$ cat config.mk
export PLATFORM = sky130hd
export DESIGN_NAME = edge_detect_bank_flat
export DESIGN_NICKNAME = d
export VERILOG_FILES = /design/src/rtl/edge_pkg.sv /design/src/rtl/edge_detect_bank_if.sv /design/src/rtl/sync_chain.sv /design/src/rtl/edge_detect_bank.sv /design/src/flat_wrapper.sv
export SDC_FILE = /design/constraint.sdc
export NUM_CORES = 1
export LEC_CHECK = 0
export BUFFER_PORTS_ARGS = -buffer_cell sky130_fd_sc_hd__buf_2
export CORE_MARGIN = 1
export CORE_UTILIZATION = 31
export CTS_CLUSTER_DIAMETER = 150
export DETAILED_ROUTE_END_ITERATION = 7
export GPL_TIMING_DRIVEN = 0
export SYNTH_ARGS = -nofsm -noshare
export SYNTH_HDL_FRONTEND = slang
export SYNTH_SLANG_ARGS = --single-unit
$ cat constraint.sdc
create_clock -name clk -period 4.4 [get_ports clk]
set_input_delay 0.88 -clock clk [delete_from_list [all_inputs] [get_ports clk]]
set_output_delay 0.88 -clock clk [all_outputs]
set_load 0.01 [all_outputs]
$ cat src/rtl/edge_pkg.sv
// rtl/edge_pkg.sv - shared mode encoding and detection helper for the edge detector bank
package edge_pkg;

  typedef enum logic [1:0] {
    EDGE_OFF  = 2'b00,
    EDGE_RISE = 2'b01,
    EDGE_FALL = 2'b10,
    EDGE_BOTH = 2'b11
  } edge_mode_t;

  // Bit 0 of the mode enables rising edges, bit 1 enables falling edges.
  function automatic logic edge_hit(input edge_mode_t m, input logic rise, input logic fall);
    logic [1:0] w_m;
    w_m = m;
    return (rise & w_m[0]) | (fall & w_m[1]);
  endfunction

endpackage

$ cat src/rtl/edge_detect_bank_if.sv
// rtl/edge_detect_bank_if.sv - level inputs, per-channel controls and event outputs of the edge detector bank
interface edge_detect_bank_if #(
  parameter int CH    = 4,
  parameter int CNT_W = 8
);

  logic [CH-1:0]       din;
  logic [2*CH-1:0]     mode;
  logic [CH-1:0]       clr;
  logic [CH-1:0]       pulse;
  logic [CH-1:0]       sticky;
  logic [CH*CNT_W-1:0] cnt;
  logic                any_event;

  modport master (
    output din, mode, clr,
    input  pulse, sticky, cnt, any_event
  );

  modport slave (
    input  din, mode, clr,
    output pulse, sticky, cnt, any_event
  );

endinterface

$ cat src/rtl/sync_chain.sv
// rtl/sync_chain.sv - multi-bit flop chain bringing asynchronous levels into the clk domain
module sync_chain #(
  parameter int WIDTH  = 1,
  parameter int STAGES = 2
) (
  input  logic             clk,
  input  logic             rst,
  input  logic [WIDTH-1:0] i_d,
  output logic [WIDTH-1:0] o_q
);

  logic [WIDTH-1:0] r_stage [STAGES];

  always_ff @(posedge clk) begin
    if (rst) begin
      for (int i = 0; i < STAGES; i++) begin
        r_stage[i] <= '0;
      end
    end else begin
      r_stage[0] <= i_d;
      for (int i = 1; i < STAGES; i++) begin
        r_stage[i] <= r_stage[i-1];
      end
    end
  end

  assign o_q = r_stage[STAGES-1];

endmodule

$ cat src/rtl/edge_detect_bank.sv
// rtl/edge_detect_bank.sv - per-channel mode-selectable edge detection with pulse, sticky flag and saturating count
import edge_pkg::*;

module edge_detect_bank #(
  parameter int CH          = 4,
  parameter int SYNC_STAGES = 2,
  parameter int CNT_W       = 8
) (
  input  logic              clk,
  input  logic              rst,
  edge_detect_bank_if.slave bus
);

  localparam int WARM_TOP = SYNC_STAGES + 1;
  localparam int WARM_W   = $clog2(WARM_TOP + 1);

  logic [CH-1:0]     w_sync;
  logic [CH-1:0]     r_hist;
  logic [CH-1:0]     w_rise;
  logic [CH-1:0]     w_fall;
  logic [CH-1:0]     w_det;
  logic [CH-1:0]     w_pulse;
  logic [WARM_W-1:0] r_warm;
  logic              w_armed;

  sync_chain #(
    .WIDTH (CH),
    .STAGES(SYNC_STAGES)
  ) u_sync (
    .clk(clk),
    .rst(rst),
    .i_d(bus.din),
    .o_q(w_sync)
  );

  always_ff @(posedge clk) begin
    if (rst) begin
      r_hist <= '0;
    end else begin
      r_hist <= w_sync;
    end
  end

  // Hold detection off until the synchroniser and history flops hold real samples.
  always_ff @(posedge clk) begin
    if (rst) begin
      r_warm <= '0;
    end else if (!w_armed) begin
      r_warm <= r_warm + 1'b1;
    end
  end

  assign w_armed = (r_warm == WARM_W'(WARM_TOP));
  assign w_rise  = w_sync & ~r_hist;
  assign w_fall  = ~w_sync & r_hist;

  for (genvar g = 0; g < CH; g++) begin : g_ch
    edge_mode_t       w_mode;
    logic             r_pulse;
    logic             r_sticky;
    logic [CNT_W-1:0] r_cnt;

    assign w_mode   = edge_mode_t'(bus.mode[2*g +: 2]);
    assign w_det[g] = edge_hit(w_mode, w_rise[g], w_fall[g]) & w_armed;

    always_ff @(posedge clk) begin
      if (rst) begin
        r_pulse  <= 1'b0;
        r_sticky <= 1'b0;
        r_cnt    <= '0;
      end else begin
        r_pulse  <= w_det[g];
        // A new event wins over a coincident clear so it is never lost.
        r_sticky <= w_det[g] | (r_sticky & ~bus.clr[g]);
        if (bus.clr[g]) begin
          r_cnt <= w_det[g] ? CNT_W'(1) : '0;
        end else if (w_det[g] && (r_cnt != {CNT_W{1'b1}})) begin
          r_cnt <= r_cnt + 1'b1;
        end
      end
    end

    assign w_pulse[g]                    = r_pulse;
    assign bus.sticky[g]                 = r_sticky;
    assign bus.cnt[g*CNT_W +: CNT_W]     = r_cnt;
  end

  assign bus.pulse     = w_pulse;
  assign bus.any_event = |w_pulse;

endmodule

$ cat src/flat_wrapper.sv
// flat-port wrapper written by rule: the top's interface ports become plain ports
module edge_detect_bank_flat 
#(
  parameter int CH          = 4,
  parameter int SYNC_STAGES = 2,
  parameter int CNT_W       = 8
)
  (clk, rst, bus_din, bus_mode, bus_clr, bus_pulse, bus_sticky, bus_cnt, bus_any_event);
  edge_detect_bank_if #(.CH(CH), .CNT_W(CNT_W)) bus_i ();
  input  logic clk;
  input  logic rst;
  input wire logic [$bits(bus_i.din)-1:0] bus_din;
  input wire logic [$bits(bus_i.mode)-1:0] bus_mode;
  input wire logic [$bits(bus_i.clr)-1:0] bus_clr;
  output wire logic [$bits(bus_i.pulse)-1:0] bus_pulse;
  output wire logic [$bits(bus_i.sticky)-1:0] bus_sticky;
  output wire logic [$bits(bus_i.cnt)-1:0] bus_cnt;
  output wire logic [$bits(bus_i.any_event)-1:0] bus_any_event;
  assign bus_i.din = bus_din;
  assign bus_i.mode = bus_mode;
  assign bus_i.clr = bus_clr;
  assign bus_pulse = bus_i.pulse;
  assign bus_sticky = bus_i.sticky;
  assign bus_cnt = bus_i.cnt;
  assign bus_any_event = bus_i.any_event;
  edge_detect_bank #(.CH(CH), .SYNC_STAGES(SYNC_STAGES), .CNT_W(CNT_W)) u_core (.clk(clk), .rst(rst), .bus(bus_i));
endmodule
==> results.md, run 1 <==
* Status: finished, final reports clean
* CTS tree: yes
* Count leader, synth: dfxtp_1
* Cts bufs inserted at 5
* Yosys reg bits at 54
* Max Cap Viol at 0
* Reg area at 1080 um^2
* Slew margin rel. at 65.1%
* Rows at 32
* Post-Syn Area at 2480 um^2
* Drt first pass iters at 4
* First DRT Iteration DRCs at 47
* Maximum clock rate at 462 MHz
* I/O Pins at 59
* Setup CP Type: reg2out
* Vias in the first global route at 2,079
* Slew @ Worst Pin at 523 ps
* Final min period at 2170 ps
* Setup Fix Bufs, Post-CTS at 0
* Met2 WL post-DR at 2.56 mm
* Critical Path AT at 1290 ps
* Pleak at 1.28 nW
* Post-Syn Instances at 274
* Hold path cells at 1
* Dominant cell type by area after synthesis: dfxtp_1
* Final wirelength at 5.67 mm
* Crit path max fanout at 2
* Tot GR Track Use at 14.2%
* DR top layer: met4
* Setup TNS at 0 ps
* Clk root buf: clkbuf_8
* Post-DRT Antenna Nets at 0
* N_diodes at 0
* Vias at 2,232
* Synth Net Count at 297
* Syn_area_per_cell at 9.06 um^2
* M1 WL at 2.82 mm
* R2R Setup Slk at 2560 ps
* Sequential cell area fraction in the yosys report at 43.5%
* CP Capture Type: primary output
* Syn. warnings at 0
* Final Slew Violations at 0
* Core box area at 7730 um^2
* RSZ-0062 raised after global routing: false
* FF-to-FF End: u_core.g_ch[1].r_cnt[3]
* Largest vdd supply drop at 0.117 mV
* Pin count of the biggest net entering global routing at 16
* Gp weighted congestion at 0.760
* Count of cell types in the netlist at 50
* Proportion of layout cells with a drive suffix above 1 at 25.6%
* CP required at 3520 ps
* Area of the multi-input gates at 1260 um^2
* Ys flop type: dfxtp_1
* Reg2Reg Launch Point: u_core.r_warm[0]
* P per Cell Area at 294 nW/um^2
* Post-synth EDFFs at 0
* Die Y at 91.5 um
* Met3 WL at 211 um
* Fill count at 820
* Final Hold Fails at 0
* Synth top area share at 43.5%
* Vias per inst at 5.05
* NumNets Final at 362
* # port buffers at 58
* Tcrit/Tclk final at 49.2%
* Post-cts resize count at 0
* Final setup fails at 0
* CTS Hold Bufs at 0
* Placed cell count at 434
* Starting Density at 32.1%
* Async set-reset flop share out of synthesis at 0%
* Sink Count at 54
* CP Launch Type: flop
* Synth area leaders: dfxtp_1 (44%), a21oi_1 (4.0%), nor2b_1 (3.5%), nand3_1 (3.0%), nor2_1 (2.6%)
* Fin Clk Skew at 6.79 ps
* Worst r2r path cells at 6
* CTS clk-pin slew, worst paths at 100 ps
* Syn-to-layout area delta at 21.1%
* Die X at 91.5 um
* Detailed placement HPWL at 4.22 mm
* Skew-Pair Late Insertion Delay at 300 ps
* HP Start: u_core.u_sync.r_stage[0][3]
* H-tree levels at 2
* Full die area at 8370 um^2
* Min-delay worst type: reg2reg
* Synth top cells by count: dfxtp_1 (54), a21oi_1 (20), nor2_1 (17), nand2_1 (15), nand3_1 (15)
* Worst hold path endpoint: u_core.u_sync.r_stage[0][7]
* First-pass GRT wire length at 9.60 mm
* DRC at 0
* Gr ovfl total at 0
* Final cell count without fillers at 442
* Initial antenna violation count at 0
* Clock Tree Buf Depth at 2
* WL/cell at 12.8 um
cell type report:
cell class | instances | area share (%)
multi-input cells | 195 | 42.0
flip-flops and latches | 54 | 35.9
repair buffers | 58 | 9.65
well taps | 102 | 4.24
plain buffers | 18 | 3.79
clock buffers | 7 | 2.54
clock inverters | 1 | 0.998
inverters | 7 | 0.874
where the power goes:
| part | internal, W | total (W) | switching (W) | leakage (nW) |
|---|---|---|---|---|
| Combinational | 0.0000230 | 0.0000517 | 0.0000287 | 0.791 |
| Clock | 0.000171 | 0.000328 | 0.000158 | 0.0524 |
| Sequential | 0.000498 | 0.000503 | 0.00000517 | 0.437 |
metrics by stage:
step	power (W)	util (%)	cell area, um^2	setup WS, ps	hold slack (ps)
after CTS	0.000900	38.9	3010	2220	443
final	0.000883	38.9	3010	2230	440
after global placement	0.000565	37.5	2900	2180	419
after floorplan	0.000546	-	2480	2430	414
after global routing	0.000925	38.9	3010	2160	466
after detailed placement	0.000567	37.5	2900	2160	428
sequential cells by signal (all words and copies together), names as in the netlist:
signal / count
u_core.r_warm: 2
u_core.g_ch.r_pulse: 4
u_core.r_hist: 4
u_core.g_ch.r_sticky: 4
u_core.u_sync.r_stage: 8
u_core.g_ch.r_cnt: 32
routing by layer:
metal,up-vias,track usage [%]
met4,0,5.03
met2,47,23.1
li1,1152,-
met1,1026,18.6
met3,7,2.85
met5,-,0
worst max-delay path by stage:
stage / start / depth (start not counted) / end
2_1_floorplan: bus_mode[0] / 5 / u_core.g_ch[0].r_cnt[4]
3_3_place_gp: rst / 4 / u_core.g_ch[3].r_cnt[0]
3_5_place_dp: rst / 4 / u_core.g_ch[3].r_cnt[0]
4_1_cts: u_core.g_ch[2].r_pulse / 2 / bus_any_event
5_1_grt: u_core.g_ch[2].r_pulse / 2 / bus_any_event
6_report: u_core.g_ch[2].r_pulse / 2 / bus_any_event
worst max-delay path: stages, from the launching register on:
cell,delay [ps]
dfxtp_1,320
or4_1,510
buf_2,150
layout by cell type (no fill, tap or decap), drive strengths merged, types with 3 or more instances in the layout:
| cell | Yosys | final |
|---|---|---|
| nand3 | 15 | 15 |
| and4 | 4 | 4 |
| o21ai | 6 | 6 |
| clkbuf | 4 | 11 |
| dfxtp | 54 | 54 |
| inv | 7 | 7 |
| nor3 | 9 | 9 |
| ha | 5 | 5 |
| or3 | 4 | 4 |
| nor4 | 4 | 4 |
| nand2 | 15 | 15 |
| o31ai | 7 | 7 |
| nor2 | 17 | 17 |
| and4b | 5 | 5 |
| buf | 14 | 72 |
| or2 | 5 | 5 |
| a21oi | 20 | 20 |
| and3 | 7 | 7 |
| a211oi | 3 | 3 |
| nand4 | 5 | 5 |
| or4 | 4 | 4 |
| nor2b | 14 | 14 |
| a31oi | 8 | 8 |
| nand4b | 5 | 5 |
cell families after synthesis:
kind of cell	after synthesis	share of synthesized area (%)
flip-flops	54	43.5
adder cells (fa/ha/maj)	5	2.52
XOR/XNOR	1	0.353
AND/OR/NAND/NOR	120	28.6
AO/OA/AOI/OAI	67	18.6
buffers and inverters	25	5.64
multiplexers	2	0.806
No activity file was read; power rests on OpenSTA's default activity.
==> run 2, diff against run 1 <==
--- a/config.mk
+++ b/config.mk
@@ -5,6 +5,7 @@
 export SDC_FILE = /design/constraint.sdc
 export NUM_CORES = 1
 export LEC_CHECK = 0
+export ABC_AREA = 1
 export BUFFER_PORTS_ARGS = -buffer_cell sky130_fd_sc_hd__buf_2
 export CORE_MARGIN = 1
 export CORE_UTILIZATION = 31
==> constraint.sdc (replaced) <==
create_clock -name clk -period 1.8 [get_ports clk]
set_input_delay 0.36 -clock clk [delete_from_list [all_inputs] [get_ports clk]]
set_output_delay 0.36 -clock clk [all_outputs]
set_load 0.01 [all_outputs]
==> results.md, run 2 <==
* Status: finished, final reports clean
* Largest regs: u_core.g_ch.r_cnt: 32 flops, u_core.u_sync.r_stage: 8 flops
* Starting Density at 32.1%
* Cts bufs inserted at 5
* Clock Tree Buf Depth at 2
* Clock power frac at 36.3%
* Synth Net Count at 404
* Final wirelength at 5.96 mm
* FF-to-FF End: u_core.g_ch[3].r_cnt[2]
* Die X at 94.5 um
* Vias in the first global route at 2,233
* H-tree levels at 2
* Count leader, synth: nand2_1
* Post-cts resize count at 0
* N_diodes at 0
* Detailed placement HPWL at 4.47 mm
* Multiplexer share of the synthesized area at 0%
* Synth area leaders: dfxtp_1 (41%), nand2_1 (13%), inv_1 (8.1%), nor2_1 (7.2%), nand3_1 (6.0%)
* Post-DRT Antenna Nets at 0
* Syn. warnings at 0
* CP Capture Type: primary output
* CTS clk-pin slew, worst paths at 100 ps
* Tcrit/Tclk final at 92.0%
* Synth top cells by count: nand2_1 (90), inv_1 (57), dfxtp_1 (54), nor2_1 (51), nand3_1 (32)
* Async set-reset flop share out of synthesis at 0%
* RSZ-0062 raised after global routing: false
* Max Cap Viol at 0
* # port buffers at 57
* Combinational power share at 9.3%
* Worst hold path endpoint: u_core.u_sync.r_stage[0][1]
* Drt first pass iters at 4
* Register name with the most flops: u_core.g_ch.r_cnt
* Sw Ratio at 25.2%
* Final cell count without fillers at 551
* Count of cell types in the netlist at 26
* Compound-Gate Fraction of Synth Area at 9.25%
* CP bufs+invs at 1
* Die Y at 94.5 um
* Final min period at 1660 ps
* Hold path cells at 3
* Syn_area_per_cell at 6.96 um^2
* CTS tree: yes
* Yosys reg bits at 54
* Largest family of logic cells by synthesized area: simple AND/OR/NAND/NOR gates
* Final Hold Fails at 0
* Dominant cell type by area after synthesis: dfxtp_1
* Critical Path AT at 1300 ps
* First-pass GRT wire length at 10.1 mm
* Clk root buf: clkbuf_8
* Final Slew Violations at 0
* P per Cell Area at 725 nW/um^2
* Most frequent cells in the layout: nand2_1 (90), buf_2 (59), inv_1 (57), dfxtp_1 (54), nor2_1 (51)
* Crit path max fanout at 2
* Setup Fix Bufs, Post-CTS at 0
* Ys flop type: dfxtp_1
* HP Start: bus_din[1]
* CP Launch Type: flop
* Post-synth EDFFs at 0
* Pin count of the biggest net entering global routing at 18
* WL/cell at 10.8 um
* R2R Setup Slk at 210 ps
* Vias per inst at 4.46
* Rows at 33
* Min-delay worst type: in2reg
* Setup TNS at 0 ps
* P_int at 0.00172 W
* Gp weighted congestion at 0.853
* P_sw at 0.000582 W
* Sequential cell area fraction in the yosys report at 40.8%
* Synth top area share at 40.8%
* Pre-CTS setup slack at 265 ps
* Pleak at 1.55 nW
* Slew @ Worst Pin at 451 ps
* Worst stage delay on the critical path at 510 ps
* Initial antenna violation count at 0
* Largest vdd supply drop at 0.323 mV
* First DRT Iteration DRCs at 62
* Full die area at 8930 um^2
* Commonest non-fill, non-tap cell in the layout: nand2_1
* CP required at 1440 ps
* Maximum clock rate at 604 MHz
* Syn-to-layout area delta at 20.0%
* Post-Synth XOR/XNOR Area at 1.98%
* Synth Area in Adders at 2.36%
* Slew margin rel. at 69.8%
* Proportion of layout cells with a drive suffix above 1 at 22.6%
* Sink Count at 54
* CP max stage cell: or4_1
* Worst-path cell chain: or4_1, buf_2
* Skew-Pair Late Insertion Delay at 310 ps
* Post-Syn Area at 2650 um^2
* Vias at 2,460
* Worst r2r path cells at 8
* Tot GR Track Use at 14.3%
* Crit-path leading delay family: simple AND/OR/NAND/NOR gates
* Max reg flops at 32
* DRC at 0
* Placed cell count at 543
* Core box area at 8260 um^2
* Simple-gate area share of the yosys netlist at 33.9%
* Final setup fails at 0
* Fraction of power consumed by sequential logic at 54.4%
* Setup CP Type: reg2out
* Reg2Reg Launch Point: u_core.g_ch[3].r_cnt[0]
* CTS Hold Bufs at 0
* Setup ws final at 144 ps
* Fin Clk Skew at 6.21 ps
* Gr ovfl total at 0
* I/O Pins at 59
* NumNets Final at 468
* Post-Syn Instances at 381
run 2: cell count changes after synthesis, moves of 6 or more:
| cell | before | now |
|---|---|---|
| nor2b_1 | 14 | 0 |
| and3_1 | 7 | 0 |
| nand2_1 | 15 | 90 |
| nand3_1 | 15 | 32 |
| inv_1 | 7 | 57 |
| o21ai_0 | 6 | 12 |
| nor3_1 | 9 | 2 |
| a31oi_1 | 7 | 0 |
| nor2_1 | 17 | 51 |
| o21ai_1 | 0 | 9 |
| o31ai_1 | 7 | 0 |
| nor2_2 | 0 | 9 |
run 2: worst max-delay path by stage:
stage / start / end / slack, ps / cells past startpoint
finish: u_core.g_ch[2].r_pulse / bus_any_event / 140 / 2
global route: u_core.g_ch[3].r_cnt[0] / u_core.g_ch[3].r_cnt[2] / 50 / 8
CTS: u_core.g_ch[2].r_pulse / bus_any_event / 120 / 2
detailed placement: u_core.g_ch[3].r_cnt[0] / u_core.g_ch[3].r_cnt[2] / 260 / 8
global placement: u_core.g_ch[3].r_cnt[0] / u_core.g_ch[3].r_cnt[6] / 280 / 8
floorplan: u_core.g_ch[3].r_cnt[0] / u_core.g_ch[3].r_cnt[2] / 450 / 8
run 2: layout make-up:
| class | count | area, um^2 |
|---|---|---|
| Fill cell | 891 | 5080 |
| Tap cell | 105 | 131 |
| Clock buffer | 5 | 68.8 |
| Clock inverter | 3 | 45.0 |
| Multi-Input combinational cell | 255 | 1260 |
| Inverter | 60 | 225 |
| Buffer | 12 | 85.1 |
| Timing Repair Buffer | 57 | 285 |
| Sequential cell | 54 | 1080 |
run 2: power groups by stage:
| stage | clock (W) | combinational, W | sequential, W |
|---|---|---|---|
| finish | 0.000836 | 0.000215 | 0.00125 |
| global route | 0.000940 | 0.000248 | 0.00126 |
| CTS | 0.000879 | 0.000218 | 0.00125 |
| detailed placement | 0 | 0.000217 | 0.00128 |
| global placement | 0 | 0.000215 | 0.00128 |
| floorplan | 0 | 0.000145 | 0.00128 |
run 2: worst register-to-register path, delay by kind of cell (launching register included):
family                   cells  cell delay, ps
AND/OR/NAND/NOR              6             660
flip-flops                   1             430
adder cells (fa/ha/maj)      1             250
AO/OA/AOI/OAI                1             150
run 2: per-layer routing:
metal  vias up  GRT usage (%)  wire length (um)  share of wire (%)
met5         -              0                 0                  0
met1      1086           18.6              2900                 49
met2        56           23.6              2790                 47
met3         4           3.06               208                3.5
met4         0           4.67                61                1.0
li1       1314              -                 -                  -
run 2: cells by family (layout without fill, tap and decap cells):
family / Yosys count / after routing
and+or+nand+nor: 198 / 198
DFF: 54 / 54
AOI/OAI and AO/OA: 46 / 46
buffers and inverters: 72 / 137
adders and majority gates: 5 / 5
xor gates and xnor gates: 6 / 6
run 2: through the flow:
stage	hold WS, ps	total power [W]	cell area (um^2)	util (%)
after floorplan	388	0.00143	2650	-
after global placement	389	0.00150	3070	37.2
after detailed placement	397	0.00150	3070	37.2
after CTS	227	0.00235	3180	38.5
after global routing	219	0.00245	3180	38.5
final	242	0.00231	3180	38.5
==> run 3, diff against run 2 <==
==> constraint.sdc (replaced) <==
create_clock -name clk -period 1.8 [get_ports clk]
set_input_delay 0.09 -clock clk [delete_from_list [all_inputs] [get_ports clk]]
set_output_delay 0.09 -clock clk [all_outputs]
set_load 0.01 [all_outputs]
==> results.md, run 3 (synthesized netlist as in run 2, its figures left out) <==
* Status: finished, final reports clean
* Sw Ratio at 25.2%
* Starting Density at 32.1%
* Most frequent cells in the layout: nand2_1 (90), buf_2 (59), inv_1 (57), dfxtp_1 (54), nor2_1 (51)
* Post-cts resize count at 0
* Detailed placement HPWL at 4.47 mm
* Critical Path AT at 1790 ps
* CP Capture Type: flop
* CP max stage cell: dfxtp_1
* Vias in the first global route at 2,239
* Crit path max fanout at 9
* Setup Fix Bufs, Post-CTS at 0
* DRC at 0
* Sink Count at 54
* Placed cell count at 543
* CP Launch Type: flop
* Final setup fails at 0
* Gp weighted congestion at 0.853
* First-pass GRT wire length at 10.1 mm
* Initial antenna violation count at 0
* Drt first pass iters at 4
* Worst stage delay on the critical path at 430 ps
* N_diodes at 0
* Pin count of the biggest net entering global routing at 18
* Commonest non-fill, non-tap cell in the layout: nand2_1
* Die X at 94.5 um
* Final Hold Fails at 0
* Final instance area at 3220 um^2
* Final Slew Violations at 0
* P_sw at 0.000583 W
* Core box area at 8260 um^2
* CTS clk-pin slew, worst paths at 100 ps
* Cts bufs inserted at 5
* Hold path cells at 3
* Register name with the most flops: u_core.g_ch.r_cnt
* Rows at 33
* Maximum clock rate at 631 MHz
* Pleak at 1.56 nW
* Post-DRT Antenna Nets at 0
* Max Cap Viol at 0
* Setup TNS at 0 ps
* Full die area at 8930 um^2
* Slew @ Worst Pin at 451 ps
* First DRT Iteration DRCs at 61
* WL/cell at 10.8 um
* Worst r2r path cells at 8
* Cell area after placement at 3070 um^2
* RSZ-0062 raised after global routing: false
* P_int at 0.00173 W
* Clock Tree Buf Depth at 2
* NumNets Final at 472
* Syn-to-layout area delta at 21.5%
* CTS Hold Bufs at 4
* Max reg flops at 32
* Setup CP Type: reg2reg
* Slew margin rel. at 69.8%
* Skew-Pair Late Insertion Delay at 310 ps
* Min-delay worst type: in2reg
* Tcrit/Tclk final at 88.1%
* Final cell count without fillers at 555
* Largest vdd supply drop at 0.323 mV
* Vias per inst at 4.46
* Proportion of layout cells with a drive suffix above 1 at 22.4%
* Worst-path cell chain: ha_1, nand2_2, nor2_1, nand2_1, nand3_4, nand2_2, a21oi_1, nor2_1
* Largest regs: u_core.g_ch.r_cnt: 32 flops, u_core.u_sync.r_stage: 8 flops
* Clock power frac at 36.2%
* CP required at 2010 ps
* Final wirelength at 5.98 mm
* Gr ovfl total at 0
* Tot GR Track Use at 14.3%
* Final min period at 1590 ps
* # port buffers at 57
* Fin Clk Skew at 6.29 ps
* Vias at 2,476
* H-tree levels at 2
* Clk root buf: clkbuf_8
* Fraction of power consumed by sequential logic at 54.2%
* CTS tree: yes
* P per Cell Area at 718 nW/um^2
* Die Y at 94.5 um
* I/O Pins at 59
* Combinational power share at 9.6%
==> run 3: cell types whose count changed in the layout (fill, tap and decap cells not counted) <==
cell           previous run  this run
dlygate4sd3_1             0         4
==> run 3: area by class of cell <==
cell class	instances	area (um^2)
clock buffer	5	68.8
timing repair buffer	61	325
fill	888	5040
tap	105	131
sequential	54	1080
multi-input combinational	255	1260
inverter	60	225
clock inverter	3	45.0
buffer	12	85.1
==> run 3: per-stage QoR <==
step           setup slack [ps]  utilization (%)  hold slack [ps]  power, W
3_3_place_gp                282             37.2              295   0.00150
4_1_cts                     248             39.0             43.4   0.00236
6_report                    215             39.0             60.1   0.00231
2_1_floorplan               448                -              197   0.00143
5_1_grt                    48.9             39.0             50.4   0.00245
3_5_place_dp                265             37.2              297   0.00150
==> run 3: final timing paths <==
path | start | end | slack [ps]
min reg2reg | u_core.u_sync.r_stage[0][0] | u_core.u_sync.r_stage[0][4] | 410
min | bus_clr[2] | u_core.g_ch[2].r_cnt[0] | 60
max | u_core.g_ch[3].r_cnt[0] | u_core.g_ch[3].r_cnt[2] | 210
max reg2reg | u_core.g_ch[3].r_cnt[0] | u_core.g_ch[3].r_cnt[2] | 210
==> run 3: power groups by stage <==
stage | sequential (W) | combinational, W | clock, W
after global routing | 0.00126 | 0.000255 | 0.000940
after floorplan | 0.00128 | 0.000145 | 0
after detailed placement | 0.00128 | 0.000217 | 0
after global placement | 0.00128 | 0.000215 | 0
final | 0.00125 | 0.000222 | 0.000836
after CTS | 0.00125 | 0.000224 | 0.000879
==> run 3: critical path: cells and delay by family (launching register included) <==
family	cells	cell delay [ps]
AND/OR/NAND/NOR	6	660
flip-flops	1	430
adder cells (fa/ha/maj)	1	250
AO/OA/AOI/OAI	1	150
==> run 3: layer usage <==
layer  GRT usage [%]  share of wire (%)
met1            18.6                 49
met2            23.6                 47
met3            3.06                3.4
met4            4.67                1.0
met5               0                  0
